`src/rtl/contador_seq_ctrl.sv`:
```
// contador_seq_ctrl
//
// Command-driven sequencer for the 8-bit up-counter datapath. The block sits between the tile
// pin wrapper and the counter instance and owns the counter's enable and synchronous clear.
// Start/stop commands arrive on a valid/ready port. The sequencer then runs the counter with a
// prescaled tick in one of three modes:
//   - free-run:  count on every tick and let the counter wrap by itself;
//   - one-shot:  count up to a latched limit, pulse done and return to idle;
//   - periodic:  count up to the limit, pulse done, clear the counter and keep going.
//
// Optional feature macro: CNT_SEQ_PAUSE_EN
//   When it is defined, the block has a pause input. Holding pause high in RUN freezes the
//   prescaler, forces cnt_en low and suppresses terminal detection. In free-run mode a counter
//   carry-out (cnt_cout while cnt_en is high) is also counted as a period.
//   When it is undefined, the pause port and its logic are absent, and free-run never touches
//   periods.
//
// Ports
//   clk        in   1        system clock, rising edge
//   rst_n      in   1        asynchronous active-low reset
//   cmd_valid  in   1        command strobe
//   cmd_ready  out  1        command taken on a clk edge where cmd_valid & cmd_ready
//   cmd_op     in   2        00 STOP, 01 START_FREE, 10 START_ONESHOT, 11 START_PERIODIC
//   cmd_limit  in   CNT_W    terminal counter value (ignored for START_FREE)
//   cmd_presc  in   PRESC_W  prescale divisor minus one
//   cnt_val    in   CNT_W    current counter value
//   cnt_cout   in   1        counter carry-out (wrap from all-ones)
//   cnt_en     out  1        counter enable, combinational
//   cnt_clr    out  1        counter synchronous clear, registered single-cycle pulse
//   busy       out  1        high while in ARM or RUN
//   done       out  1        registered single-cycle pulse per terminal event
//   periods    out  8        terminal events since the last START, wraps 255 -> 0
//   pause      in   1        freeze request (only with CNT_SEQ_PAUSE_EN)

module contador_seq_ctrl #(
  parameter int unsigned PRESC_W = 4,
  parameter int unsigned CNT_W   = 8
) (
  input  logic               clk,
  input  logic               rst_n,
  input  logic               cmd_valid,
  output logic               cmd_ready,
  input  logic [1:0]         cmd_op,
  input  logic [CNT_W-1:0]   cmd_limit,
  input  logic [PRESC_W-1:0] cmd_presc,
  input  logic [CNT_W-1:0]   cnt_val,
  input  logic               cnt_cout,
  output logic               cnt_en,
  output logic               cnt_clr,
  output logic               busy,
  output logic               done,
  output logic [7:0]         periods
`ifdef CNT_SEQ_PAUSE_EN
  ,
  input  logic               pause
`endif
);

  // FSM encoding
  localparam logic [1:0] StIdle = 2'd0;
  localparam logic [1:0] StArm  = 2'd1;
  localparam logic [1:0] StRun  = 2'd2;

  // Command / mode encoding (the latched mode reuses the START opcode)
  localparam logic [1:0] OpStop     = 2'b00;
  localparam logic [1:0] OpFree     = 2'b01;
  localparam logic [1:0] OpOneshot  = 2'b10;
  localparam logic [1:0] OpPeriodic = 2'b11;

  logic [1:0]         state_q, state_d;
  logic [PRESC_W-1:0] pc_q, pc_d;
  logic [PRESC_W-1:0] presc_q, presc_d;
  logic [CNT_W-1:0]   limit_q, limit_d;
  logic [1:0]         mode_q, mode_d;
  logic [7:0]         periods_q, periods_d;
  logic               done_q, done_d;
  logic               clr_q, clr_d;

  logic run_paused;
  logic in_run;
  logic tick;
  logic terminal;
  logic period_evt;
  logic cmd_fire;
  logic is_start;

`ifdef CNT_SEQ_PAUSE_EN
  assign run_paused = pause;
`else
  assign run_paused = 1'b0;
  // Without the pause feature the carry-out has no consumer.
  logic unused_cout;
  assign unused_cout = cnt_cout;
`endif

  assign in_run   = (state_q == StRun);
  assign cmd_fire = cmd_valid & cmd_ready;
  assign is_start = (cmd_op != OpStop);

  assign tick = in_run & ~run_paused & (pc_q == presc_q);

  // While the periodic clear is in flight, cnt_val still shows the old terminal value.
  // Terminal detection and counting are masked for that one cycle. Otherwise the stale
  // value would re-trigger a terminal event, and any enable would be swallowed by the clear.
  assign terminal = tick & ~clr_q & (mode_q != OpFree) & (cnt_val == limit_q);
  assign cnt_en   = tick & ~clr_q & ~terminal;

`ifdef CNT_SEQ_PAUSE_EN
  assign period_evt = terminal | ((mode_q == OpFree) & cnt_en & cnt_cout);
`else
  assign period_evt = terminal;
`endif

  always_comb begin
    state_d   = state_q;
    pc_d      = pc_q;
    presc_d   = presc_q;
    limit_d   = limit_q;
    mode_d    = mode_q;
    periods_d = periods_q + {7'd0, period_evt};
    done_d    = terminal;
    clr_d     = 1'b0;

    unique case (state_q)
      StIdle: begin
        pc_d = '0;
        if (cmd_fire && is_start) begin
          mode_d    = cmd_op;
          limit_d   = cmd_limit;
          presc_d   = cmd_presc;
          periods_d = 8'd0;
          clr_d     = 1'b1;
          state_d   = StArm;
        end
      end

      StArm: begin
        pc_d    = '0;
        state_d = StRun;
      end

      StRun: begin
        if (!run_paused) begin
          pc_d = tick ? '0 : pc_q + 1'b1;
        end
        if (terminal && (mode_q == OpPeriodic)) begin
          clr_d = 1'b1;
        end
        if (terminal && (mode_q == OpOneshot)) begin
          state_d = StIdle;
        end
        if (cmd_fire) begin
          if (is_start) begin
            // Restart. An event in this same cycle still counts toward the new run.
            mode_d    = cmd_op;
            limit_d   = cmd_limit;
            presc_d   = cmd_presc;
            periods_d = {7'd0, period_evt};
            clr_d     = 1'b1;
            state_d   = StArm;
          end else begin
            state_d = StIdle;
          end
        end
      end

      default: begin
        state_d = StIdle;
        pc_d    = '0;
      end
    endcase
  end

  always_ff @(posedge clk or negedge rst_n) begin
    if (!rst_n) begin
      state_q   <= StIdle;
      pc_q      <= '0;
      presc_q   <= '0;
      limit_q   <= '0;
      mode_q    <= 2'b00;
      periods_q <= 8'd0;
      done_q    <= 1'b0;
      clr_q     <= 1'b0;
    end else begin
      state_q   <= state_d;
      pc_q      <= pc_d;
      presc_q   <= presc_d;
      limit_q   <= limit_d;
      mode_q    <= mode_d;
      periods_q <= periods_d;
      done_q    <= done_d;
      clr_q     <= clr_d;
    end
  end

  // Ready is gated by rst_n so that it reads low while reset is asserted.
  assign cmd_ready = rst_n & (state_q != StArm);
  assign busy      = (state_q == StArm) | (state_q == StRun);
  assign done      = done_q;
  assign cnt_clr   = clr_q;
  assign periods   = periods_q;

endmodule
```
`config.mk`:
```
export PLATFORM = sky130hd
export DESIGN_NAME = contador_seq_ctrl
export DESIGN_NICKNAME = d
export VERILOG_FILES = /design/src/rtl/contador_seq_ctrl.sv
export SDC_FILE = /design/constraint.sdc
export NUM_CORES = 1
export LEC_CHECK = 0
export BUFFER_PORTS_ARGS = -buffer_cell sky130_fd_sc_hd__buf_2
export CORE_AREA = 2 2 57 59
export DETAILED_ROUTE_END_ITERATION = 10
export DIE_AREA = 0 0 59 61
export GPL_TIMING_DRIVEN = 1
export HOLD_SLACK_MARGIN = 0.06
export PLACE_DENSITY = 0.81
export SLEW_MARGIN = 20
export SYNTH_ARGS = -nofsm -noshare
export SYNTH_HDL_FRONTEND = slang
export SYNTH_SLANG_ARGS = --single-unit
```
`constraint.sdc`:
```
create_clock -name clk -period 5.9 [get_ports clk]
set_input_delay 0.59 -clock clk [delete_from_list [all_inputs] [get_ports clk]]
set_output_delay 0.59 -clock clk [all_outputs]
set_load 0.02 [all_outputs]
```
==> flow_summary.yaml, run 1 <==
run_status:
  outcome: "finished, final reports clean"
worst_setup_path:
  crit_path_start_kind: "flop"
  cpMaxStageDelayCell: "dfrtp_1"
  crit_chain: "inv_1 > ha_1 > nand4b_1 > or4_4 > inv_1 > ha_1 > ha_1 > and3_1 > nand3_1 > xor2_1 > nor2_1"
  rrSetupSlack_ns: 3.29
  r2r-start: "state_q[0]$_DFFE_PN0P_"
  crit_type: "flop to flop"
  crit_required_ns: 6.10
  path_max_fanout: 12
  timing.critical_path.arrival_ns: 2.81
  cpMostUsedCell: "ha_1"
  regToRegEndpoint: "periods[6]$_DFF_PN0_"
  worst-path-buf-inv: 2
  ff2ff_path_depth: 11
  end_kind: "flop"
  critPathMaxStageDelay_ns: 0.44
  critPathTopFamily: "simple AND/OR/NAND/NOR gates"
drt:
  ant_nets: 0
  drt-total-wl_mm: 2.81
  wl_per_cell_um: 13.5
  via_per_inst: 5.50
  drcViolationCount: 0
  first_pass_iters: 4
  drt_iter0_markers: 21
  dr_total_vias: 1150
layout:
  final_common_cell: "buf_2"
  layout.cells.most_common_list: "37 x buf_2, 30 x dfrtp_1, 14 x mux2_2"
  fin_nets: 209
  antenna_cells: 0
  n_fill_cell: 262
  drive_gt1_share_pct: 39.8
  syn2layout_area_growth_pct: 15.4
floorplan:
  coreArea_um2: 2950
  ios: 39
  die_area_um2: 3600
  rows: 20
  dieWidth_um: 59
  fp.dieH_um: 61
  initial_core_util_pct: 54.5
grt:
  grt_usage_pct: 18.7
  antenna_found_initial: 0
  gr-total-overflow: 0
  grt_pass1_vias: 1189
  grt_max_degree: 33
  grt_pass1_wl_mm: 4.89
cts:
  root_buffer: "clkbuf_4"
  clk_latency_ns: 0.33
  cts_buffer_depth: 2
  holdBufCountCts: 0
  cts.sinks: 30
  htreeDepth: 2
  cts_buffers: 5
  post_cts_buffers: 0
  cts_tree: "yes"
  cts_resized: 0
  cts.clk_slew.worst_paths_ns: 0.09
pwr:
  switchingPower_mw: 0.236
  ir_drop_v: 0.000216
  p_int_mw: 0.438
  seq_power_share_pct: 46.9
  switching_share_pct: 35.0
  pwr-share-clk_pct: 16.5
  combPwrFrac_pct: 36.6
  power_density_nw_per_um2: 363
  p_leak_nw: 0.921
sta:
  setup_slack_ns: 3.29
  skew_ns: 0.00467
  grt_setup_unrepaired: "false"
  worstMarginPinSlew_ns: 0.702
  slew_headroom_pct: 53.2
  min_period_ns: 2.61
  finalSetupTns_ns: 0
  drv_slew: 0
  fin_crit_sh_pct: 44.2
  setup_violations: 0
  clock.fmax_mhz: 383
  hold_viol: 0
yosys:
  synthDistinctLibCells: 36
  ys.warnings.count: 0
  synth.net_count: 168
  synthesis.area_um2: 1610
  synth-main-ff-cell: "dfrtp_1"
  ys_ff_latch: 30
  synthArstFlopShare_pct: 100
  syn_inst: 135
  ys_seq_area_share_pct: 46.6
  synth_edf_count: 0
  syn_avg_cell_area_um2: 11.9
placed_design:
  port_buffers: 37
  place_congestion: 0.784
  pre_cts_ws_ns: 3.12
  dp_hpwl_mm: 2.18
job:
  max-cap-violations: 0
worst_hold_path:
  holdCritPathClass: "input port to asynchronous set/reset pin"
-- layout make-up --
class | instances | area (um^2) | share of cell area [%]
clock inverters | 2 | 10.0 | 0.539
repair buffers | 37 | 185 | 9.97
inverters | 4 | 15.0 | 0.808
clock buffers | 5 | 37.5 | 2.02
multi-input cells | 98 | 818 | 44.0
flip-flops and latches | 30 | 751 | 40.4
well taps | 33 | 41.3 | 2.22
-- synthesized netlist by cell type (all sizes together), types with 2 or more instances --
cell type | count | area share (%)
nor2 | 13 | 3.5
mux2 | 14 | 9.8
dfrtp | 30 | 47
nand3 | 7 | 2.2
nor3 | 3 | 0.93
nand2 | 2 | 0.47
and3 | 6 | 2.4
inv | 4 | 0.93
nor2b | 2 | 0.78
nand2b | 3 | 1.2
a21oi | 2 | 0.62
ha | 7 | 5.4
buf | 2 | 1.4
nand4b | 2 | 1.1
xor2 | 4 | 2.2
nand4 | 3 | 1.6
xnor2 | 16 | 10
-- registers in the layout, indices dropped and copies added, names as in the netlist --
name,cells
cnt_clr,1
done,1
limit_q,8
mode_q,2
pc_q,4
periods,8
presc_q,4
state_q,2
-- metrics by stage --
| step | hold slack (ns) | util [%] | area, um^2 | power, mW | instances |
|---|---|---|---|---|---|
| 2_1_floorplan | 0.294 | - | 1610 | 0.517 | 135 |
| 3_3_place_gp | 0.511 | 61.3 | 1810 | 0.556 | 202 |
| 3_5_place_dp | 0.523 | 61.3 | 1810 | 0.571 | 202 |
| 4_1_cts | 0.323 | 62.9 | 1860 | 0.685 | 209 |
| 5_1_grt | 0.328 | 62.9 | 1860 | 0.724 | 209 |
| 6_report | 0.297 | 62.9 | 1860 | 0.674 | 209 |
-- power by group through the flow --
stage	Combinational (mW)	Sequential [mW]	Clock [mW]
2_1_floorplan	0.205	0.311	0
3_3_place_gp	0.238	0.317	0
6_report	0.247	0.316	0.111
3_5_place_dp	0.250	0.321	0
4_1_cts	0.251	0.317	0.117
5_1_grt	0.275	0.325	0.124
-- per-layer routing --
metal	vias to the layer above	global-route usage (%)	part of all wire, %
met1	549	19.2	39
met4	0	8.77	2.3
met3	8	7.68	8.0
met2	43	33.3	51
met5	-	0	0
li1	550	-	-
-- cell families (layout without fill, tap and decap cells) --
family,after synthesis,in the layout,synth area share (%)
compound gates,9,9,4.27
xor+xnor,20,20,12.3
fa+ha+maj,7,7,5.44
buf+inv,7,48,2.56
flops,30,30,46.6
mux,15,15,10.4
simple gates,47,47,18.4
-- worst max-delay path by stage --
stage                                 from              endpoint  slack [ns]  cells after the start
floorplan                       cnt_val[4]  periods[6]$_DFF_PN0_        3.49                     10
global placement                cnt_val[0]  periods[6]$_DFF_PN0_        3.22                     11
detailed placement              cnt_val[0]  periods[6]$_DFF_PN0_        3.12                     11
CTS                 state_q[0]$_DFFE_PN0P_  periods[6]$_DFF_PN0_        3.27                     11
global route        state_q[0]$_DFFE_PN0P_  periods[6]$_DFF_PN0_        2.99                     11
finish              state_q[0]$_DFFE_PN0P_  periods[6]$_DFF_PN0_        3.29                     11
(Power assumes the default switching activity.)
==> run 2, diff against run 1 <==
- ABC_AREA: unset -> 1
- CORE_AREA: 2 2 57 59 -> 2 2 59 61
- DIE_AREA: 0 0 59 61 -> 0 0 61 63
- PLACE_DENSITY: 0.81 -> 0.75
- clock period: 5.9 -> 2.6 ns (I/O delays scaled with it)
==> run 2 against run 1 <==
Critical path depth increased by 4. Die area increased by 6.8%. Global-route usage decreased by 1.4 points. Register-to-register slack got worse by 3.0 ns. Final area increased by 1.7%. Worst hold slack got worse by 0.17 ns. Count of clock-buffer cells in the layout increased by 2. Worst setup slack got worse by 3.0 ns. Critical endpoint unchanged. Largest power group unchanged.
==> flow_summary.yaml, run 2 <==
pwr:
  power_density_nw_per_um2: 787
  p_leak_nw: 1.08
  ir_drop_v: 0.000414
drt:
  ant_nets: 0
  via_per_inst: 4.49
  drcViolationCount: 0
  dr_total_vias: 1315
  first_pass_iters: 6
  drt_iter0_markers: 43
  drt-total-wl_mm: 2.90
  wl_per_cell_um: 9.90
placed_design:
  place_congestion: 0.814
  dpl-instance-area_um2: 1820
  place_inst: 284
  port_buffers: 37
  dp_hpwl_mm: 2.17
cts:
  cts.sinks: 30
  cts_buffer_depth: 2
  cts_buffers: 5
  root_buffer: "clkbuf_4"
  post_cts_buffers: 0
  clk_latency_ns: 0.33
  cts.clk_slew.worst_paths_ns: 0.09
  cts_tree: "yes"
  htreeDepth: 2
grt:
  grt_max_degree: 31
  grt_pass1_wl_mm: 4.86
  gr-total-overflow: 0
  grt_pass1_vias: 1211
  antenna_found_initial: 0
  grt_usage_pct: 17.3
layout:
  fin_nets: 279
  antenna_cells: 0
  drive_gt1_share_pct: 23.5
  syn2layout_area_growth_pct: 18.7
  layout.cells.most_common_list: "64 x nand2_1, 37 x buf_2, 30 x dfrtp_1"
  final_common_cell: "nand2_1"
  fin_cells: 293
  finalInstanceArea_um2: 1890
yosys:
  synth.net_count: 235
  synth_top_area_cell: "dfrtp_1"
  ys_top_cells_by_count: "64 x nand2_1, 30 x dfrtp_1, 26 x inv_1, 26 x nor2_1, 12 x o21ai_1"
  ys_seq_area_share_pct: 47.2
  synthArstFlopShare_pct: 100
  synthDistinctLibCells: 25
  synth-main-ff-cell: "dfrtp_1"
  synth_edf_count: 0
  synth.most_common_cell: "nand2_1"
  ys.warnings.count: 0
  synthesis.area_um2: 1590
  syn_avg_cell_area_um2: 7.88
  ys_ff_latch: 30
  synth_area_leaders: "dfrtp_1 47%, nand2_1 15%, inv_1 6.1%"
  synth_top_cell_area_share_pct: 47.2
  syn_inst: 202
sta:
  clock.fmax_mhz: 428
  worstMarginPinSlew_ns: 0.390
  min_period_ns: 2.34
  skew_ns: 0.00829
  slew_headroom_pct: 73.9
  grt_setup_unrepaired: "false"
  hold_viol: 0
  drv_slew: 0
  setup_violations: 0
  fin_crit_sh_pct: 89.9
  finalSetupTns_ns: 0
worst_setup_path:
  r2r-start: "state_q[0]$_DFFE_PN0P_"
  crit_path_start_kind: "flop"
  ff2ff_path_depth: 15
  crit_required_ns: 2.82
  end_kind: "flop"
  crit_type: "flop to flop"
  rrSetupSlack_ns: 0.26
  path_max_fanout: 4
  regToRegEndpoint: "periods[6]$_DFF_PN0_"
  timing.critical_path.arrival_ns: 2.56
floorplan:
  fp.dieH_um: 63
  dieWidth_um: 61
  die_area_um2: 3840
  initial_core_util_pct: 49.2
  coreArea_um2: 3230
  ios: 39
  rows: 21
worst_hold_path:
  hold_start: "cmd_presc[2]"
  min_delay_path_depth: 3
  holdCritPathClass: "input port to flop"
  worstHoldEndpoint: "presc_q[2]$_DFFE_PN0P_"
job:
  max-cap-violations: 0
run_status:
  outcome: "finished, final reports clean"
run 2: how the worst max path moves through the flow:
stage,from,to,depth (start not counted)
after floorplan,state_q[0]$_DFFE_PN0P_,periods[6]$_DFF_PN0_,15
after global placement,state_q[0]$_DFFE_PN0P_,periods[6]$_DFF_PN0_,15
after detailed placement,state_q[0]$_DFFE_PN0P_,periods[6]$_DFF_PN0_,15
after CTS,state_q[0]$_DFFE_PN0P_,periods[6]$_DFF_PN0_,15
after global routing,state_q[0]$_DFFE_PN0P_,periods[6]$_DFF_PN0_,15
final,state_q[0]$_DFFE_PN0P_,periods[6]$_DFF_PN0_,15
run 2: logic make-up after synthesis:
logic type                 after synthesis  synth area share, %
and+or+nand+nor                        109                 29.5
buffers and inverters                   33                 8.96
DFF                                     30                 47.2
AOI/OAI and AO/OA                       18                 6.13
adders and majority gates                7                 5.50
xor gates and xnor gates                 5                 2.75
run 2: timing repair:
action | 4_1_cts | 5_1_grt
hold buffers | 1 | 0
setup endpoints to repair | 0 | 0
endpoints found under the hold margin | 30 | 0
resized for setup | 0 | 0
run 2: stage by stage:
stage          setup slack (ns)  total power [mW]  util [%]  hold slack [ns]
6_report                  0.262              1.49      58.5            0.125
5_1_grt                  0.0118              1.62      58.5            0.130
4_1_cts                   0.260              1.51      58.5            0.115
3_5_place_dp              0.268              1.22      56.3            0.333
3_3_place_gp              0.333              1.20      56.3            0.344
2_1_floorplan             0.410              1.09         -          -0.0356
run 2: critical path, cell delays in order, from the launching register on:
cell	delay [ns]
dfrtp_1	0.42
inv_1	0.09
ha_1	0.18
nand2_1	0.06
nor2_1	0.12
nand3_2	0.11
nor2_2	0.11
nand2_1	0.09
inv_1	0.09
ha_1	0.16
ha_1	0.17
nand2_1	0.10
nor3_1	0.22
nand2_1	0.14
o21ai_2	0.14
a21oi_2	0.04
run 2: report_power, final:
part           switching [mW]  leakage (nW)  internal [mW]  total, mW
Sequential             0.0847         0.393          0.595      0.680
Clock                   0.157        0.0353          0.131      0.288
Combinational           0.318         0.649          0.202      0.520
run 2: routing by layer:
metal	vias to the layer above	global-route usage, %	part of all wire [%]	wire length [um]
met3	5	3.93	5.4	156
met2	30	27.3	46	1320
li1	710	-	-	-
met5	-	0	0	0
met4	0	9.78	2.0	57
met1	570	21.3	47	1360
run 2: final cells by class:
class | instances | area (um^2)
multi-input combinational | 139 | 698
timing repair buffer | 40 | 210
fill | 321 | 1340
tap | 46 | 57.6
sequential | 30 | 751
inverter | 30 | 113
clock buffer | 7 | 55.1
clock inverter | 1 | 5.00
